## config.mk

```make
export PLATFORM = sky130hd
export DESIGN_NAME = mul_special_pipe
export DESIGN_NICKNAME = d
export VERILOG_FILES = /design/src/rtl/mul_special_pipe.sv
export SDC_FILE = /design/constraint.sdc
export NUM_CORES = 1
export LEC_CHECK = 0
export ABC_CLOCK_PERIOD_IN_PS = 1450
export CAP_MARGIN = 10
export CELL_PAD_IN_SITES_DETAIL_PLACEMENT = 0
export CELL_PAD_IN_SITES_GLOBAL_PLACEMENT = 1
export CORE_MARGIN = 1
export CORE_UTILIZATION = 21
export CTS_CLUSTER_DIAMETER = 60
export DETAILED_ROUTE_END_ITERATION = 10
export GPL_ROUTABILITY_DRIVEN = 0
export PLACE_DENSITY_LB_ADDON = 0.1
export SETUP_SLACK_MARGIN = 0.05
export SYNTH_ARGS = -nofsm -noshare
export SYNTH_HDL_FRONTEND = slang
export SYNTH_SLANG_ARGS = --single-unit
```

## constraint.sdc

```tcl
create_clock -name clk -period 1.45 [get_ports clk]
set_input_delay 0.2175 -clock clk [delete_from_list [all_inputs] [get_ports clk]]
set_output_delay 0.2175 -clock clk [all_outputs]
set_load 0.05 [all_outputs]
```

## src/rtl/mul_special_pipe.sv

```systemverilog
// Two-stage special-case resolver for an IEEE-style multiplier.
// Stage 1 classifies the operands; stage 2 decides NaN/inf/zero results and the flags.
module mul_special_pipe #(
  parameter int unsigned EXPO_W = 8,
  parameter int unsigned MANT_W = 23,
  parameter bit          DAZ_EN = 1'b0,
  localparam int unsigned W     = 1 + EXPO_W + MANT_W
) (
  input  logic         clk,
  input  logic         rst,
  input  logic         in_valid,
  output logic         in_ready,
  input  logic [W-1:0] a_op,
  input  logic [W-1:0] b_op,
  output logic         out_valid,
  input  logic         out_ready,
  output logic         r_special,
  output logic [W-1:0] r_word,
  output logic         r_sign,
  output logic         r_invalid,
  output logic [2:0]   a_cls,
  output logic [2:0]   b_cls
);

  typedef enum logic [2:0] {
    ClsZero = 3'd0,
    ClsSub  = 3'd1,
    ClsNorm = 3'd2,
    ClsInf  = 3'd3,
    ClsQnan = 3'd4,
    ClsSnan = 3'd5
  } cls_e;

  localparam logic [W-1:0] QnanWord = {1'b0, {EXPO_W{1'b1}}, 1'b1, {(MANT_W-1){1'b0}}};
  localparam logic [W-2:0] InfMag   = {{EXPO_W{1'b1}}, {MANT_W{1'b0}}};

  function automatic cls_e classify(input logic [W-1:0] op);
    logic [EXPO_W-1:0] expo;
    logic [MANT_W-1:0] mant;
    cls_e              cls;
    expo = op[W-2 -: EXPO_W];
    mant = op[MANT_W-1:0];
    if (expo == '0) begin
      // With DAZ a subnormal collapses to zero before any rule sees it.
      cls = (mant == '0 || DAZ_EN) ? ClsZero : ClsSub;
    end else if (&expo) begin
      if (mant == '0) begin
        cls = ClsInf;
      end else begin
        cls = mant[MANT_W-1] ? ClsQnan : ClsSnan;
      end
    end else begin
      cls = ClsNorm;
    end
    return cls;
  endfunction

  // Handshake / stage enables
  logic s1_valid_q, s2_valid_q;
  logic s1_en, s2_en;

  assign s2_en    = !s2_valid_q || out_ready;
  assign s1_en    = !s1_valid_q || s2_en;
  assign in_ready = s1_en;

  // Stage 1: operand classes and product sign
  cls_e s1_a_cls_q, s1_b_cls_q;
  logic s1_sign_q;

  always_ff @(posedge clk) begin
    if (rst) begin
      s1_valid_q <= 1'b0;
      s1_a_cls_q <= ClsZero;
      s1_b_cls_q <= ClsZero;
      s1_sign_q  <= 1'b0;
    end else if (s1_en) begin
      s1_valid_q <= in_valid;
      if (in_valid) begin
        s1_a_cls_q <= classify(a_op);
        s1_b_cls_q <= classify(b_op);
        s1_sign_q  <= a_op[W-1] ^ b_op[W-1];
      end
    end
  end

  // Stage 2 next-state: priority NaN > inf*zero > inf > zero > ordinary
  logic         special_d;
  logic [W-1:0] word_d;
  logic         invalid_d;
  logic         a_nan, b_nan, a_inf, b_inf, a_zero, b_zero, any_snan;

  always_comb begin
    a_nan    = (s1_a_cls_q == ClsQnan) || (s1_a_cls_q == ClsSnan);
    b_nan    = (s1_b_cls_q == ClsQnan) || (s1_b_cls_q == ClsSnan);
    a_inf    = (s1_a_cls_q == ClsInf);
    b_inf    = (s1_b_cls_q == ClsInf);
    a_zero   = (s1_a_cls_q == ClsZero);
    b_zero   = (s1_b_cls_q == ClsZero);
    any_snan = (s1_a_cls_q == ClsSnan) || (s1_b_cls_q == ClsSnan);

    special_d = 1'b1;
    word_d    = '0;
    invalid_d = 1'b0;
    if (a_nan || b_nan) begin
      word_d    = QnanWord;
      invalid_d = any_snan;
    end else if ((a_inf && b_zero) || (a_zero && b_inf)) begin
      word_d    = QnanWord;
      invalid_d = 1'b1;
    end else if (a_inf || b_inf) begin
      word_d = {s1_sign_q, InfMag};
    end else if (a_zero || b_zero) begin
      word_d = {s1_sign_q, {(W-1){1'b0}}};
    end else begin
      special_d = 1'b0;
    end
  end

  // Stage 2: registered results, held while the consumer stalls
  logic         r_special_q, r_sign_q, r_invalid_q;
  logic [W-1:0] r_word_q;
  cls_e         r_a_cls_q, r_b_cls_q;

  always_ff @(posedge clk) begin
    if (rst) begin
      s2_valid_q  <= 1'b0;
      r_special_q <= 1'b0;
      r_word_q    <= '0;
      r_sign_q    <= 1'b0;
      r_invalid_q <= 1'b0;
      r_a_cls_q   <= ClsZero;
      r_b_cls_q   <= ClsZero;
    end else if (s2_en) begin
      s2_valid_q <= s1_valid_q;
      if (s1_valid_q) begin
        r_special_q <= special_d;
        r_word_q    <= word_d;
        r_sign_q    <= s1_sign_q;
        r_invalid_q <= invalid_d;
        r_a_cls_q   <= s1_a_cls_q;
        r_b_cls_q   <= s1_b_cls_q;
      end
    end
  end

  assign out_valid = s2_valid_q;
  assign r_special = r_special_q;
  assign r_word    = r_word_q;
  assign r_sign    = r_sign_q;
  assign r_invalid = r_invalid_q;
  assign a_cls     = r_a_cls_q;
  assign b_cls     = r_b_cls_q;

endmodule

```

After elaboration in Yosys (flattened, before gate mapping)
Index checks and enable logic that the tools add are counted.
- bitwise logic cells: 1
- muxes and demuxes: 20
- reductions and logical operators: 23
- equality and inequality tests: 6
- operators with widths (operator ; count):
    $mux 32 ; 4
    $logic_not 23->1 ; 2
    $mux 3 ; 6
    $logic_not 8->1 ; 2
    $reduce_and 8->1 ; 2
    $eq 3x3->1 const B ; 4
    $mux 1 ; 10
    $logic_or 1x1->1 ; 9
    $eq 3x2->1 const B ; 2
    $logic_not 3->1 ; 2
    $reduce_and 2->1 ; 2
    $logic_and 1x1->1 ; 2
    $logic_not 1->1 ; 2
    $xor 1x1->1 ; 1
- flip-flop bits (word level): 50
- word-level logic and storage cells: 61
- input bits: 68

Depth between registers and ports, before layout
- word-level depth: 6
- mapped depth: 5
- mapped depth without buffers: 4

Least setup slack after synthesis
OpenSTA, ideal clock, no wires.
- path kind: reg-to-reg
- start: register s2_valid_q, in the netlist out_valid
- end: register s1_a_cls_q[1]
- data arrival time: 1.556 ns
- path buffers: 0
- path slack: -0.223 ns
- cell stages (with the launch flop): 5
- library setup time: 0.116 ns
- period minus slack after synthesis: 1.673 ns
- path through: dfxtp_1 > nand3b_4 > nand2_2 > mux2_2 > o211a_1
- word-level cells in the longest chain between the ends: 4
- RTL lines (item ; RTL line ; text):
    from (decl) ; 59 ; logic s1_valid_q, s2_valid_q;
    from (signal assigned) ; 134 ; s2_valid_q <= s1_valid_q;
    $logic_not 1->1 ; 62 ; assign s2_en = !s2_valid_q || out_ready;
    $logic_or 1x1->1 ; 62 ;
    $logic_or 1x1->1 ; 63 ; assign s1_en = !s1_valid_q || s2_en;
    named net in_ready ; 12 ; output logic in_ready,
    $reduce_and 2->1 (no source line) ; -- ;
    to (signal assigned) ; 73 ; s1_a_cls_q <= ClsZero;
    to (signal assigned) ; 79 ; s1_a_cls_q <= classify(a_op);
    to (decl) ; 67 ; cls_e s1_a_cls_q, s1_b_cls_q;
The timed path passes the listed nets, and every way through them passes these cells.
A chain may end at the register's enable or synchronous reset.

Worst setup path after layout
- start: register s2_valid_q, in the netlist out_valid
- end: output port in_ready
- word-level cells in the longest chain between the ends: 3
- RTL lines (item ; RTL line):
    $logic_not 1->1 ; 62
    $logic_or 1x1->1 ; 62
    $logic_or 1x1->1 ; 63
    to (decl) ; 12
Every way passes these cells.

==> out/results.ini <==
[sta]
fmax_mhz = 738
final-hold-violation-count = 0
setup_viol = 0
fin_skew_ns = 0.00393
slew_viol_final = 0
period_share = 0.935
rsz0062_at_grt = true
period_needed_ns = 1.36

[logic_synthesis]
synth_edf_count = 0
synth.distinct_cells = 39
synth_area_mm2 = 0.00134
synth_top_cells_by_area = dfxtp_1 31%, buf_4 16%, nor4_1 6.6%, nand2_1 5.9%, a21oi_1 4.5%
seq_area_frac_synth = 0.315
synth_top_area_frac = 0.315
ys_async_sr_fraction = 0
synth.avg_cell_area_um2 = 8.14
synthTopCellsByCount = 29 x buf_4, 21 x dfxtp_1, 21 x nand2_1
synth_area_leader_cell = dfxtp_1
ys_seq_elements = 21
synthCells = 164
synth.most_common_cell = buf_4
ys.flop_type = dfxtp_1
yosysWarnings = 0

[clock_tree]
clk_latency_ns = 0.26
clockBufferDepth = 2
path_clk_slew_ns = 0.08
htreeDepth = 1
clock-root-buffer = clkbuf_8
tritoncts = built
cts_sinks = 21
cts_buffers = 3
postCtsHoldBufs = 0

[final_layout]
final_cell_count_no_fill = 339
stdcell_area_mm2 = 0.00258
syn2layout_area_growth_pct = 93.1
drive_above_1_share = 0.220
num_antenna_cells = 0
fillers = 617
fin_nets = 333

[worst_hold_path]
min-delay-start = out_ready
holdPathStages = 4
min_to = s1_valid_q$_SDFFE_PP0N_
min_path_type = input pin to register

[placement]
post_dp_cell_area_mm2 = 0.00251
numPlacedInstances = 334
hpwl_mm = 3.36
port_buffers = 88

[floorplanning]
rows = 28
dieWidth_um = 81.7
core_mm2 = 0.00603
fp.dieArea_mm2 = 0.00668
start_util = 0.222
io_pins = 111
die_h_um = 81.7

[setup_path]
crit_path_max_fanout = 4
critPathTopFamily = buffers and inverters
startpoint_type = register
worst_r2r_endpoint = s1_a_cls_q[1]$_SDFFE_PP0P_
worstPathRequired_ns = 1.23
regToRegSetupSlack_ns = 0.14
max_stage_delay_ns = 0.38
reg2reg_depth = 5
critPathBufInv = 3
path_cells = nand3b_4 -> buf_6 -> buf_4 -> buf_12
end_kind = output port
critPathArrivalTime_ns = 1.14
critical_path_class = register to output port
critPathSlowestCell = dfxtp_4
worstReg2RegStart = out_valid$_SDFFE_PP0P_

[global_routing]
grt_max_degree = 13
grt_pass1_vias = 1402
overflow = 0
grt_use_total = 0.128
antenna_found_initial = 0
grt_pass1_wl_mm = 6.56

[pwr]
p_leak_nw = 1.02
clkPwrFrac = 0.236
pwr-share-comb = 0.386
max-vdd-ir-drop_mv = 0.379
powerDensity_mw_per_mm2 = 639
p_switching_mw = 0.541
seqPwrFrac = 0.378
power.internal_mw = 1.11
swShare = 0.328

[detailed_routing]
ant_nets = 0
drcViolationCount = 0
wire_per_inst_um = 11.4
drt_iter0_markers = 55
vias = 1423
first_pass_iters = 4
finalWirelength_mm = 3.87
via_per_inst = 4.20

[run_status]
outcome = finished, final reports clean

[job]
cap_violations = 0

==> placed cells by master, fill, tap and decap left out, types with 3 or more instances in the layout <==
cell / Yosys / final
a21oi_1: 12 / 12
buf_12: 0 / 21
buf_4: 29 / 20
clkbuf_8: 0 / 3
clkdlybuf4s50_1: 0 / 66
conb_1: 1 / 22
dfxtp_1: 21 / 18
inv_1: 6 / 6
nand2_1: 21 / 21
nand4_1: 6 / 6
nor2_1: 6 / 5
nor3_1: 5 / 5
nor4_1: 14 / 14
xor2_1: 3 / 3
==> layer usage <==
metal	part of all wire	GRT usage
met1	0.43	0.167
met2	0.49	0.207
met3	0.069	0.0300
met4	0.0098	0.0368
met5	0	0
==> power groups by stage <==
stage,Combinational (mW),Clock [mW],Sequential [mW]
floorplan,0.313,0,0.672
global placement,0.635,0,0.637
detailed placement,0.636,0,0.637
CTS,0.639,0.406,0.624
global route,0.674,0.430,0.627
finish,0.635,0.389,0.623
==> worst max path at each step <==
stage | from | cells after the start | to
after CTS | out_ready | 5 | in_ready
final | out_valid$_SDFFE_PP0P_ | 4 | in_ready
after floorplan | out_valid$_SDFFE_PP0P_ | 4 | s1_a_cls_q[1]$_SDFFE_PP0P_
after global routing | s1_b_cls_q[1]$_SDFFE_PP0P_ | 4 | r_word[31]$_SDFFE_PP0P_
after global placement | a_op[24] | 5 | s1_a_cls_q[0]$_SDFFE_PP0P_
after detailed placement | a_op[24] | 5 | s1_a_cls_q[0]$_SDFFE_PP0P_
==> state kept, by name, indices dropped and copies added, names as in the netlist <==
name	flops
a_cls	3
b_cls	3
out_valid	1
r_invalid	1
r_sign	1
r_special	1
r_word	3
s1_a_cls_q	3
s1_b_cls_q	3
s1_sign_q	1
s1_valid_q	1
==> stage by stage <==
stage / setup TNS [ns] / setup slack, ns / util / hold WS, ns / total power, mW
floorplan: 0 / 0.0853 / - / 0.347 / 0.985
global placement: -1.82 / -0.164 / 0.416 / 0.485 / 1.27
detailed placement: -2.09 / -0.136 / 0.416 / 0.487 / 1.27
CTS: 0 / 0.0165 / 0.426 / 0.499 / 1.67
global route: 0 / 0.0337 / 0.428 / 0.464 / 1.73
finish: 0 / 0.0943 / 0.428 / 0.416 / 1.65
==> worst register-to-register path, delay by kind of cell, from the launching register on <==
family	cells	cell delay [ns]
DFF	1	0.38
buffers and inverters	1	0.16
muxes	1	0.34
AOI/OAI and AO/OA	1	0.12
and+or+nand+nor	2	0.21
==> logic make-up after synthesis <==
kind of cell / after synthesis / synth area share
AND/OR/NAND/NOR: 66 / 0.270
buffers and inverters: 40 / 0.202
AO/OA/AOI/OAI: 30 / 0.168
flip-flops: 21 / 0.315
XOR/XNOR: 3 / 0.0197
multiplexers: 3 / 0.0234
other: 1 / 0.00281
==> final cells by class <==
| type | count | area [um2] | area share |
|---|---|---|---|
| timing repair buffer | 109 | 1250 | 0.487 |
| clock buffer | 4 | 45.0 | 0.0175 |
| multi-input combinational | 124 | 732 | 0.284 |
| tap | 75 | 93.8 | 0.0364 |
| sequential | 21 | 429 | 0.167 |
| inverter | 6 | 22.5 | 0.00874 |
==> what timing repair did <==
item	in CTS	in global routing
gates cloned	0	0
setup endpoints to repair	1	12
resized for setup	3	4
setup buffers	1	0
pin swaps	0	0
No activity file was read; power rests on OpenSTA's default activity.
